### src/rtl/cu_pkg.sv
// Shared constants for the control sequencer: FSM state codes, opcode values
// and pc_ctrl encodings.
package cu_pkg;

    localparam logic [2:0] S_IDLE     = 3'd0;
    localparam logic [2:0] S_FETCH    = 3'd1;
    localparam logic [2:0] S_WAIT_INS = 3'd2;
    localparam logic [2:0] S_DECODE   = 3'd3;
    localparam logic [2:0] S_EXEC     = 3'd4;
    localparam logic [2:0] S_WRITE    = 3'd5;

    localparam logic [3:0] OPC_NOP    = 4'b0000;
    localparam logic [3:0] OPC_ALU_LO = 4'b0001;
    localparam logic [3:0] OPC_ALU_HI = 4'b0111;
    localparam logic [3:0] OPC_JMP    = 4'b1000;
    localparam logic [3:0] OPC_BZ     = 4'b1001;
    localparam logic [3:0] OPC_HALT   = 4'b1111;

    localparam logic [1:0] PC_HOLD = 2'b00;
    localparam logic [1:0] PC_INC  = 2'b01;
    localparam logic [1:0] PC_LOAD = 2'b10;

    function automatic logic is_alu_op(input logic [3:0] opc);
        return (opc >= OPC_ALU_LO) && (opc <= OPC_ALU_HI);
    endfunction

endpackage

### src/rtl/cu_ir.sv
// Instruction register: captures the fetched word and exposes its fields.
// Fields are taken straight from the register so they stay stable until the next capture.
module cu_ir
    import cu_pkg::*;
#(
    parameter int INS_W = 16,
    parameter int OPC_W = 4,
    parameter int RD_W  = 2,
    parameter int OFF_W = 8
) (
    input  logic             clk,
    input  logic             rst,
    input  logic             capture,
    input  logic [INS_W-1:0] ins,
    output logic [OPC_W-1:0] opcode,
    output logic [RD_W-1:0]  rd,
    output logic [OFF_W-1:0] offset,
    output logic             alu_sel
);

    logic [INS_W-1:0] ir_r;

    // Load the instruction word when the FSM accepts it
    always_ff @(posedge clk or negedge rst) begin
        if (!rst) begin
            ir_r <= '0;
        end else if (capture) begin
            ir_r <= ins;
        end else begin
            ir_r <= ir_r;
        end
    end

    assign opcode  = ir_r[INS_W-1 -: OPC_W];
    assign rd      = ir_r[INS_W-OPC_W-1 -: RD_W];
    assign offset  = ir_r[OFF_W-1:0];
    assign alu_sel = ir_r[OFF_W+1];

endmodule

### src/rtl/control_sequencer.sv
// Fetch/decode/execute control FSM with fully registered outputs.
// Optional wait-state watchdog enabled by defining CU_TIMEOUT_EN.
module control_sequencer
    import cu_pkg::*;
#(
    parameter int INS_W       = 16,
    parameter int OPC_W       = 4,
    parameter int RD_W        = 2,
    parameter int OFF_W       = 8,
    parameter int TIMEOUT_CYC = 255
) (
    input  logic                 clk,
    input  logic                 rst,
    input  logic                 en,
    input  logic [INS_W-1:0]     ins,
    input  logic                 ins_valid,
    input  logic                 alu_done,
    input  logic                 zero,
    output logic                 fetch_req,
    output logic [OFF_W-1:0]     offset_addr,
    output logic [2**RD_W-1:0]   reg_en,
    output logic                 alu_in_sel,
    output logic [2:0]           alu_func,
    output logic [1:0]           pc_ctrl,
    output logic                 en_pc_pulse,
    output logic                 busy,
    output logic                 illegal,
    output logic                 err
);

    localparam int NREG = 2**RD_W;

    logic [2:0]       state_r, state_nxt_s;
    logic             capture_s;
    logic [OPC_W-1:0] opcode_s;
    logic [3:0]       opc_s;
    logic [RD_W-1:0]  rd_s;
    logic             ir_alu_sel_s;
    logic             fetch_nxt_s, pulse_nxt_s, illegal_nxt_s, err_nxt_s;
    logic             alu_sel_nxt_s;
    logic [NREG-1:0]  reg_en_nxt_s;
    logic [1:0]       pc_nxt_s;
    logic [2:0]       alu_func_nxt_s;
    logic             alu_in_sel_r;
    logic [2:0]       alu_func_r;

    cu_ir #(
        .INS_W (INS_W),
        .OPC_W (OPC_W),
        .RD_W  (RD_W),
        .OFF_W (OFF_W)
    ) u_ir (
        .clk     (clk),
        .rst     (rst),
        .capture (capture_s),
        .ins     (ins),
        .opcode  (opcode_s),
        .rd      (rd_s),
        .offset  (offset_addr),
        .alu_sel (ir_alu_sel_s)
    );

    assign opc_s = 4'(opcode_s);

`ifdef CU_TIMEOUT_EN
    localparam int CNT_W = (TIMEOUT_CYC > 1) ? $clog2(TIMEOUT_CYC) : 1;
    logic             wait_s;
    logic             timeout_s;
    logic [CNT_W-1:0] wait_cnt_r;

    assign wait_s    = ((state_r == S_WAIT_INS) && !ins_valid) ||
                       ((state_r == S_EXEC) && !alu_done);
    assign timeout_s = wait_s && (wait_cnt_r == CNT_W'(TIMEOUT_CYC - 1));

    // Count consecutive stalled cycles; any progress or a timeout restarts it
    always_ff @(posedge clk or negedge rst) begin
        if (!rst) begin
            wait_cnt_r <= '0;
        end else if (wait_s && !timeout_s) begin
            wait_cnt_r <= wait_cnt_r + CNT_W'(1);
        end else begin
            wait_cnt_r <= '0;
        end
    end
`endif

    // Next state plus next value of every output, registered together below
    always_comb begin
        state_nxt_s    = state_r;
        capture_s      = 1'b0;
        fetch_nxt_s    = 1'b0;
        pulse_nxt_s    = 1'b0;
        illegal_nxt_s  = 1'b0;
        err_nxt_s      = 1'b0;
        reg_en_nxt_s   = '0;
        pc_nxt_s       = PC_HOLD;
        alu_func_nxt_s = alu_func_r;
        alu_sel_nxt_s  = alu_in_sel_r;
        case (state_r)
            S_IDLE: begin
                if (en) begin
                    state_nxt_s = S_FETCH;
                    fetch_nxt_s = 1'b1;
                end else begin
                    state_nxt_s = S_IDLE;
                end
            end
            S_FETCH: begin
                state_nxt_s = S_WAIT_INS;
            end
            S_WAIT_INS: begin
                if (ins_valid) begin
                    capture_s   = 1'b1;
                    state_nxt_s = S_DECODE;
                end else begin
                    state_nxt_s = S_WAIT_INS;
                end
            end
            S_DECODE: begin
                if (is_alu_op(opc_s)) begin
                    state_nxt_s    = S_EXEC;
                    alu_func_nxt_s = opc_s[2:0];
                    alu_sel_nxt_s  = ir_alu_sel_s;
                end else if (opc_s == OPC_HALT) begin
                    state_nxt_s = S_IDLE;
                end else begin
                    // NOP, JMP, BZ and undefined opcodes all retire through WRITE
                    state_nxt_s = S_WRITE;
                    pulse_nxt_s = 1'b1;
                    if (opc_s == OPC_JMP) begin
                        pc_nxt_s = PC_LOAD;
                    end else if (opc_s == OPC_BZ) begin
                        pc_nxt_s = zero ? PC_LOAD : PC_INC;
                    end else if (opc_s == OPC_NOP) begin
                        pc_nxt_s = PC_INC;
                    end else begin
                        pc_nxt_s      = PC_INC;
                        illegal_nxt_s = 1'b1;
                    end
                end
            end
            S_EXEC: begin
                if (alu_done) begin
                    state_nxt_s  = S_WRITE;
                    reg_en_nxt_s = NREG'(1) << rd_s;
                    pc_nxt_s     = PC_INC;
                    pulse_nxt_s  = 1'b1;
                end else begin
                    state_nxt_s = S_EXEC;
                end
            end
            S_WRITE: begin
                if (en) begin
                    state_nxt_s = S_FETCH;
                    fetch_nxt_s = 1'b1;
                end else begin
                    state_nxt_s = S_IDLE;
                end
            end
            default: begin
                state_nxt_s = S_IDLE;
            end
        endcase
`ifdef CU_TIMEOUT_EN
        if (timeout_s) begin
            state_nxt_s = S_IDLE;
            err_nxt_s   = 1'b1;
        end else begin
            err_nxt_s   = 1'b0;
        end
`endif
    end

    // State and output registers
    always_ff @(posedge clk or negedge rst) begin
        if (!rst) begin
            state_r      <= S_IDLE;
            fetch_req    <= 1'b0;
            reg_en       <= '0;
            pc_ctrl      <= PC_HOLD;
            en_pc_pulse  <= 1'b0;
            busy         <= 1'b0;
            illegal      <= 1'b0;
            alu_func_r   <= 3'd0;
            alu_in_sel_r <= 1'b0;
        end else begin
            state_r      <= state_nxt_s;
            fetch_req    <= fetch_nxt_s;
            reg_en       <= reg_en_nxt_s;
            pc_ctrl      <= pc_nxt_s;
            en_pc_pulse  <= pulse_nxt_s;
            busy         <= (state_nxt_s != S_IDLE);
            illegal      <= illegal_nxt_s;
            alu_func_r   <= alu_func_nxt_s;
            alu_in_sel_r <= alu_sel_nxt_s;
        end
    end

`ifdef CU_TIMEOUT_EN
    // Registered watchdog flag
    always_ff @(posedge clk or negedge rst) begin
        if (!rst) begin
            err <= 1'b0;
        end else begin
            err <= err_nxt_s;
        end
    end
`else
    assign err = 1'b0;
`endif

    assign alu_func   = alu_func_r;
    assign alu_in_sel = alu_in_sel_r;

endmodule

### config.mk
export PLATFORM = sky130hd
export DESIGN_NAME = control_sequencer
export DESIGN_NICKNAME = d
export VERILOG_FILES = /design/src/rtl/cu_pkg.sv /design/src/rtl/cu_ir.sv /design/src/rtl/control_sequencer.sv
export SDC_FILE = /design/constraint.sdc
export NUM_CORES = 1
export LEC_CHECK = 0
export ABC_AREA = 1
export CELL_PAD_IN_SITES_DETAIL_PLACEMENT = 1
export CELL_PAD_IN_SITES_GLOBAL_PLACEMENT = 2
export CORE_ASPECT_RATIO = 1.5
export CORE_MARGIN = 2
export CORE_UTILIZATION = 34
export CTS_BUF_LIST = sky130_fd_sc_hd__clkbuf_8
export DETAILED_ROUTE_END_ITERATION = 10
export DONT_BUFFER_PORTS = 1
export GPL_TIMING_DRIVEN = 0
export PLACE_DENSITY_LB_ADDON = 0.08
export SETUP_SLACK_MARGIN = 0.02
export SLEW_MARGIN = 0
export SYNTH_ARGS = -nofsm -noshare
export SYNTH_HDL_FRONTEND = slang
export SYNTH_HIERARCHICAL = 1
export SYNTH_SLANG_ARGS = --single-unit
### constraint.sdc
create_clock -name clk -period 1.2 [get_ports clk]
set_input_delay 0.24 -clock clk [delete_from_list [all_inputs] [get_ports clk]]
set_output_delay 0.24 -clock clk [all_outputs]
set_load 0.005 [all_outputs]
Word-level counts from Yosys, hierarchy flattened
Index checks and enable logic that the tools add are counted.
Widths: inputs -> output; s select.

storage, ports and cells
  register bits = 33
  input bits = 22
  output and inout port bits = 23
  logic and storage cells = 56

cells by class
  order comparisons = 2
  equality and inequality tests = 8
  shift operators = 1
  multiplexer cells = 29
  reductions and logical operators = 6

operator list
  cell                 number
  $mux 1               17
  $pmux 3 s5           1
  $eq 4x4->1 const B   3
  $mux 2               5
  $mux 4               2
  $eq 3x2->1 const B   2
  $eq 3x3->1 const B   2
  $mux 3               2
  $ge 4x1->1 const B   1
  $le 4x3->1 const B   1
  $logic_not 4->1      1
  $pmux 2 s2           1
  $shl 1x2->4 const A  1
  $eq 3x1->1 const B   1
  $logic_not 3->1      1
  $reduce_bool 3->1    1
  $pmux 1 s2           1
  $reduce_and 2->1     1
  $reduce_or 2->1      1
  $logic_and 1x1->1    1

Longest topological paths before layout
Gate-level depths: netlist of the first run.

  depth after elaboration = 7
  depth in mapped cells = 9
  depth with buffers taken out = 7

Modules after synthesis
The synthesis of the first run kept the hierarchy.

modules (own cells, without submodules)
  module             instances  cells each  area an instance (um^2)  seq. area each (um^2)
  control_sequencer  1          82          750.7                    425.4
  cu_ir              1          64          608.1                    375.4

Worst setup path after synthesis of the first run
No wires, ideal clock.

  path kind = flip-flop to flip-flop
  start point = register state_r[2]
  end point = register u_ir.ir_r[14]
  library setup time = 0.117 ns
  arrival time = 1.120 ns
  data required time = 1.083 ns
  path slack = -0.037 ns
  stages on the path, launching flop included = 10
  buffers on the path = 3
  period minus slack after synthesis = 1.237 ns
  cell sequence = dfrtp_1 -> buf_4 -> inv_2 -> nand2_1 -> nor2_1 -> buf_6 -> inv_6 -> buf_12 -> nand2_1 -> nand2_1

between the ends
  word-level cells in the longest chain between the ends = 2

ends and longest elaborated chain
  item                      RTL line                  source
  start: declaration        control_sequencer.sv:33   logic [2:0] state_r, state_nxt_s;
  start signal: assignment  control_sequencer.sv:187  state_r <= state_nxt_s;
  $eq 3x2->1                control_sequencer.sv:99   case (state_r)
  $mux 1                    control_sequencer.sv:99
  via capture_s             control_sequencer.sv:34   logic capture_s;
  end signal: assignment    cu_ir.sv:28               ir_r <= ins;
  end signal: assignment    cu_ir.sv:30               ir_r <= ir_r;
  end: declaration          cu_ir.sv:21               logic [INS_W-1:0] ir_r;

The timed path passes the listed nets, and every way through them passes these cells.
A chain may end at the register's enable or synchronous reset.

Worst setup path after layout of the first run
  start point = register state_r[1]
  end point = register u_ir.ir_r[3]

The elaborated chain is that of the path after synthesis.

==> results.json, run 1 <==
{
  "dieArea_um2": 4530,
  "fin_crit_ns": 1.22,
  "dr.pass1.iters": 2,
  "crit_chain": "nand2_2 -> nor2_4 -> buf_6 -> buf_6 -> buf_6 -> nand2_1 -> nand2_1",
  "synthToLayoutAreaGrowth_pct": 29.8,
  "cts_buffer_depth": 2,
  "port_buffers": 0,
  "grt-ovfl-total": 0,
  "pin_count": 45,
  "path_class": "reg2reg",
  "diodes": 0,
  "hpwl_mm": 2.11,
  "synthesis.nets": 168,
  "antenna_found_initial": 0,
  "cp-end-kind": "register",
  "fill_cells": 451,
  "syn_inst": 146,
  "hp-class": "in2reg",
  "clock-sinks": 32,
  "ir_drop_v": 0.00108,
  "layout.nets": 186,
  "ys_seq_area_frac": 0.589,
  "timing.final.ws_setup_ns": -0.0173,
  "die_y_um": 81.4,
  "cts_tree": "yes",
  "hold_viol_final": 0,
  "layout_common_cells": "nand2_1 (40), dfrtp_1 (31), nand2_2 (23), inv_1 (11)",
  "drt-initial-drc-count": 14,
  "route.antenna.remaining_nets": 0,
  "cap_violations": 0,
  "violations": "setup timing",
  "dp_slack_ns": -0.135,
  "mostFrequentLayoutCell": "nand2_1",
  "cts-buffers-inserted": 5,
  "num_vias": 992,
  "drive_gt1_frac": 0.384,
  "final_util": 0.454,
  "ys_ff_latch": 32,
  "layoutNonFillerInstCount": 209,
  "p_per_area_nw_per_um2": 2540,
  "required_ns": 1.41,
  "htreeDepth": 2,
  "rsz0062_at_grt": "true",
  "placementRows": 28,
  "avgSynthCellArea_um2": 9.31,
  "cp_max_fo": 5,
  "path_delay_family": "flip-flops",
  "setup_viol": 12,
  "place.gp.congestion": 0.799,
  "grt.total_usage": 0.153,
  "fmax_mhz": 821,
  "drc": 0,
  "via_per_inst": 4.75,
  "final.period_utilization": 1.01,
  "critPathMaxStageDelay_ns": 0.46,
  "die_w_um": 55.6,
  "critPathArrivalTime_ns": 1.43,
  "wirelength_mm": 3.11,
  "fin_skew_ns": 0.00585,
  "crit_path_start_kind": "register",
  "initial_utilization": 0.349,
  "grt_pass1_vias": 1059,
  "routedWlPerCell_um": 14.9,
  "leakagePower_nw": 0.882,
  "cpMostUsedCell": "buf_6",
  "path_buf_inv": 3,
  "yosysWarnings": 6,
  "syn_area_um2": 1360,
  "path_clk_slew_ns": 0.07,
  "place_inst": 191,
  "grt_max_degree": 33,
  "core_area_um2": 3890,
  "run_status": "finished with violations",
  "synth_cell_types": 21,
  "report.final.slew_viol_count": 0,
  "clockRootBuffer": "clkbuf_8",
  "grt_pass1_wl_mm": 5.14,
  "clock_latency_ns": 0.27,
  "p_total_w": 0.00449,
  "cp_slowest_cell": "dfrtp_2"
}
-- kinds of logic (layout without fill, tap and decap cells) --
kind of cell / Yosys count / after routing / synth area share
buffers and inverters: 19 / 37 / 0.0847
other: 1 / 1 / 0.00276
AND/OR/NAND/NOR: 89 / 89 / 0.302
AO/OA/AOI/OAI: 5 / 5 / 0.0212
flip-flops: 32 / 32 / 0.589
-- Yosys cell counts --
cell type	count	area, µm²
nand2_1	57	214
dfrtp_1	32	801
inv_1	11	41.3
nor2_1	9	33.8
nand2_2	7	43.8
nor3_1	6	30.0
o21ai_1	4	20.0
nand3_1	3	15.0
buf_4	2	15.0
buf_6	2	22.5
inv_2	2	7.51
nor2_2	2	12.5
a21oi_2	1	8.76
buf_12	1	20.0
conb_1	1	3.75
inv_6	1	8.76
nand3_2	1	10.0
nand3_4	1	17.5
nor2_4	1	11.3
nor3_2	1	10.0
nor3b_2	1	12.5
-- flip-flops by register name (all words and copies together), names as in the netlist --
signal / cells
fetch_req: 1
pc_ctrl: 2
illegal: 1
alu_in_sel: 1
state_r: 3
en_pc_pulse: 1
busy: 1
reg_en: 4
u_ir/ir_r: 15
alu_func: 3
-- final timing paths --
check,start,to,slack [ns],cells after the start
worst max-delay path,state_r[1],u_ir/ir_r[3],-0.02,7
worst min-delay path,ins[9],u_ir/ir_r[9],0.07,2
worst max register to register,state_r[1],u_ir/ir_r[3],-0.02,7
worst min register to register,u_ir/ir_r[9],u_ir/ir_r[9],0.49,2
max in group asynchronous,rst,alu_in_sel,0.60,2
min in group asynchronous,rst,alu_func[0],0.42,2
-- where the power goes --
group	total (W)	internal, W	switching (W)
Clock	0.000875	0.000510	0.000364
Combinational	0.00175	0.000792	0.000953
Sequential	0.00187	0.00150	0.000369
-- through the flow --
| step | hold slack [ns] | area, µm² | setup TNS, ns |
|---|---|---|---|
| after floorplan | -0.0556 | 1370 | 0 |
| after global placement | -0.0549 | 1420 | -1.14 |
| after detailed placement | -0.0548 | 1420 | -1.21 |
| after CTS | 0.0604 | 1690 | -1.07 |
| after global routing | 0.0537 | 1760 | -1.49 |
| final | 0.0682 | 1760 | -0.0807 |
-- metal layers --
layer / up-vias / track usage / share of wire / wire length, µm
li1: 472 / - / - / -
met1: 482 / 0.166 / 0.36 / 1110
met2: 34 / 0.274 / 0.56 / 1750
met3: 4 / 0.0535 / 0.059 / 183
met4: 0 / 0.0585 / 0.022 / 68
met5: - / 0 / 0 / 0
-- layout make-up --
class | count | area (µm²) | share of cell area
clock buffers | 7 | 96.3 | 0.0546
repair buffers | 12 | 156 | 0.0887
well taps | 45 | 56.3 | 0.0319
flip-flops and latches | 32 | 802 | 0.455
inverters | 14 | 62.6 | 0.0355
multi-input cells | 95 | 541 | 0.306
plain buffers | 4 | 50.0 | 0.0284
-- what timing repair did --
item | 4_1_cts | 5_1_grt
endpoints found under the setup margin | 16 | 26
cloned | 2 | 0
gates resized for setup | 17 | 21
buffers inserted | 5 | 3
pin swaps | 7 | 19
endpoints found under the hold margin | 32 | 0
hold buffers | 2 | 0
(Power assumes the default switching activity.)
==> run 2: changes to the inputs <==
--- a/config.mk
+++ b/config.mk
@@ -10,7 +10,7 @@
 export CELL_PAD_IN_SITES_GLOBAL_PLACEMENT = 2
 export CORE_ASPECT_RATIO = 1.5
 export CORE_MARGIN = 2
-export CORE_UTILIZATION = 34
+export CORE_UTILIZATION = 40
 export CTS_BUF_LIST = sky130_fd_sc_hd__clkbuf_8
 export DETAILED_ROUTE_END_ITERATION = 10
 export DONT_BUFFER_PORTS = 1
==> constraint.sdc (replaced) <==
create_clock -name clk -period 1.4 [get_ports clk]
set_input_delay 0.28 -clock clk [delete_from_list [all_inputs] [get_ports clk]]
set_output_delay 0.28 -clock clk [all_outputs]
set_load 0.005 [all_outputs]
==> run 2 against run 1 <==
The run now ends clean; non-clock buffer count is 7 lower; fmax fell by 5.8%; first-iteration DRC count rose by 57%; via count decreased by 3.4%; utilization increased by 4.1 points.
==> results.json, run 2 (synthesis results as in run 1) <==
{
  "grt_max_degree": 33,
  "clock_power_share": 0.246,
  "cts-buffers-inserted": 5,
  "fmax_mhz": 774,
  "run_status": "complete, no violations",
  "drt-initial-drc-count": 22,
  "dieArea_um2": 3890,
  "power.switching_w": 0.00129,
  "largest_reg_flops": 15,
  "clock_latency_ns": 0.28,
  "cts_buffer_depth": 2,
  "drive_gt1_frac": 0.228,
  "die_y_um": 75.4,
  "critPathArrivalTime_ns": 1.47,
  "grt_pass1_vias": 1006,
  "setup-tns-final_ns": 0,
  "synthToLayoutAreaGrowth_pct": 16.2,
  "required_ns": 1.57,
  "place.gp.congestion": 0.734,
  "path_clk_slew_ns": 0.07,
  "grt_pass1_wl_mm": 4.57,
  "fin_crit_ns": 1.29,
  "p_comb_frac": 0.305,
  "top_register": "u_ir/ir_r",
  "crit_path_start_kind": "register",
  "htreeDepth": 2,
  "die_w_um": 51.6,
  "port_buffers": 0,
  "grt-ovfl-total": 0,
  "layout_common_cells": "nand2_1 (56), dfrtp_1 (32), inv_1 (11), nand2_2 (8), nor2_1 (8)",
  "largestRegisters": "u_ir/ir_r x15, reg_en x4",
  "initial_utilization": 0.426,
  "cp-end-kind": "register",
  "drc": 0,
  "rsz0062_at_grt": "false",
  "cap_violations": 0,
  "mostFrequentLayoutCell": "nand2_1",
  "layout.nets": 179,
  "leakagePower_nw": 0.817,
  "dr.pass1.iters": 4,
  "placementRows": 25,
  "route.antenna.remaining_nets": 0,
  "cellInternalPower_w": 0.00222,
  "cp_max_fo": 10,
  "report.final.slew_viol_count": 0,
  "path_class": "reg2reg",
  "critPathMaxStageDelay_ns": 0.37,
  "cts_tree": "yes",
  "via_per_inst": 4.84,
  "setup_viol": 0,
  "p_sw_frac": 0.367,
  "clockRootBuffer": "clkbuf_8",
  "p_per_area_nw_per_um2": 2220,
  "antenna_found_initial": 0,
  "p_seq_frac": 0.450,
  "final_util": 0.495,
  "num_vias": 958,
  "clock-sinks": 32,
  "final.period_utilization": 0.923,
  "crit_chain": "buf_6 -> inv_2 -> nand2_2 -> nor2_4 -> buf_6 -> inv_6 -> buf_12 -> nand2_2 -> nand2_1",
  "pin_count": 45,
  "fin_skew_ns": 0.00438,
  "core_area_um2": 3190,
  "ir_drop_v": 0.00102,
  "hpwl_mm": 2.11,
  "hp-class": "in2reg",
  "fill_cells": 385,
  "hold_viol_final": 0,
  "cp_slowest_cell": "dfrtp_1",
  "diodes": 0,
  "grt.total_usage": 0.163,
  "routedWlPerCell_um": 14.2,
  "wirelength_mm": 2.81
}
==> run 2: changes by cell type in the layout (fill, tap and decap cells not counted), sizes merged <==
cell	before	now
clkbuf	7	5
clkinv	0	1
clkinvlp	0	1
buf	15	8
bufinv	0	1
==> run 2: critical path, delay by kind of cell, from the launching register on <==
family / cells / cell delay (ns)
flip-flops: 1 / 0.37
buffers and inverters: 5 / 0.52
AND/OR/NAND/NOR: 4 / 0.29
==> run 2: worst paths after layout <==
check | from | endpoint | slack (ns) | cells past startpoint
max | state_r[2] | u_ir/ir_r[13] | 0.11 | 9
min | ins[5] | u_ir/ir_r[5] | 0.11 | 2
max reg2reg | state_r[2] | u_ir/ir_r[13] | 0.11 | 9
min reg2reg | u_ir/ir_r[9] | u_ir/ir_r[9] | 0.48 | 2
max in group asynchronous | rst | u_ir/ir_r[13] | 0.79 | 2
min in group asynchronous | rst | alu_func[2] | 0.44 | 2
==> run 2: power groups by stage <==
| stage | clock, W | sequential (W) | combinational (W) |
|---|---|---|---|
| after floorplan | 0 | 0.00152 | 0.000825 |
| after global placement | 0 | 0.00159 | 0.000946 |
| after detailed placement | 0 | 0.00160 | 0.00101 |
| after CTS | 0.000893 | 0.00159 | 0.00105 |
| after global routing | 0.000936 | 0.00164 | 0.00123 |
| final | 0.000862 | 0.00158 | 0.00107 |
==> run 2: cell type report <==
type / count / area [µm²] / share of cell area
plain buffers: 5 / 61.3 / 0.0388
inverters: 14 / 57.6 / 0.0365
clock inverters: 3 / 42.5 / 0.0269
repair buffers: 4 / 45.0 / 0.0285
flip-flops and latches: 32 / 801 / 0.507
well taps: 40 / 50.0 / 0.0317
clock buffers: 5 / 68.8 / 0.0436
multi-input cells: 95 / 453 / 0.287
==> run 2: what timing repair did <==
action                                  4_1_cts  5_1_grt
setup buffers                                 0        2
endpoints found under the hold margin        32        0
hold buffers                                  2        0
endpoints found under the setup margin       10       10
pin swaps                                     0        1
resized for setup                             1        3
==> run 2: metrics by stage <==
| stage | setup WS, ns | total power (W) | hold WS (ns) | cells | area [µm²] |
|---|---|---|---|---|---|
| after CTS | 0.0449 | 0.00353 | 0.103 | 196 | 1550 |
| after global placement | 0.0250 | 0.00253 | -0.0148 | 186 | 1410 |
| final | 0.108 | 0.00351 | 0.114 | 198 | 1580 |
| after detailed placement | -0.00172 | 0.00262 | -0.0148 | 186 | 1410 |
| after floorplan | 0.163 | 0.00235 | -0.0156 | 146 | 1360 |
| after global routing | 0.0240 | 0.00380 | 0.109 | 198 | 1580 |
==> run 2: layer usage <==
metal | track usage | vias to the layer above | part of all wire
li1 | - | 458 | -
met4 | 0.108 | 0 | 0.037
met2 | 0.282 | 36 | 0.53
met3 | 0.0549 | 11 | 0.060
met5 | 0 | - | 0
met1 | 0.167 | 453 | 0.37
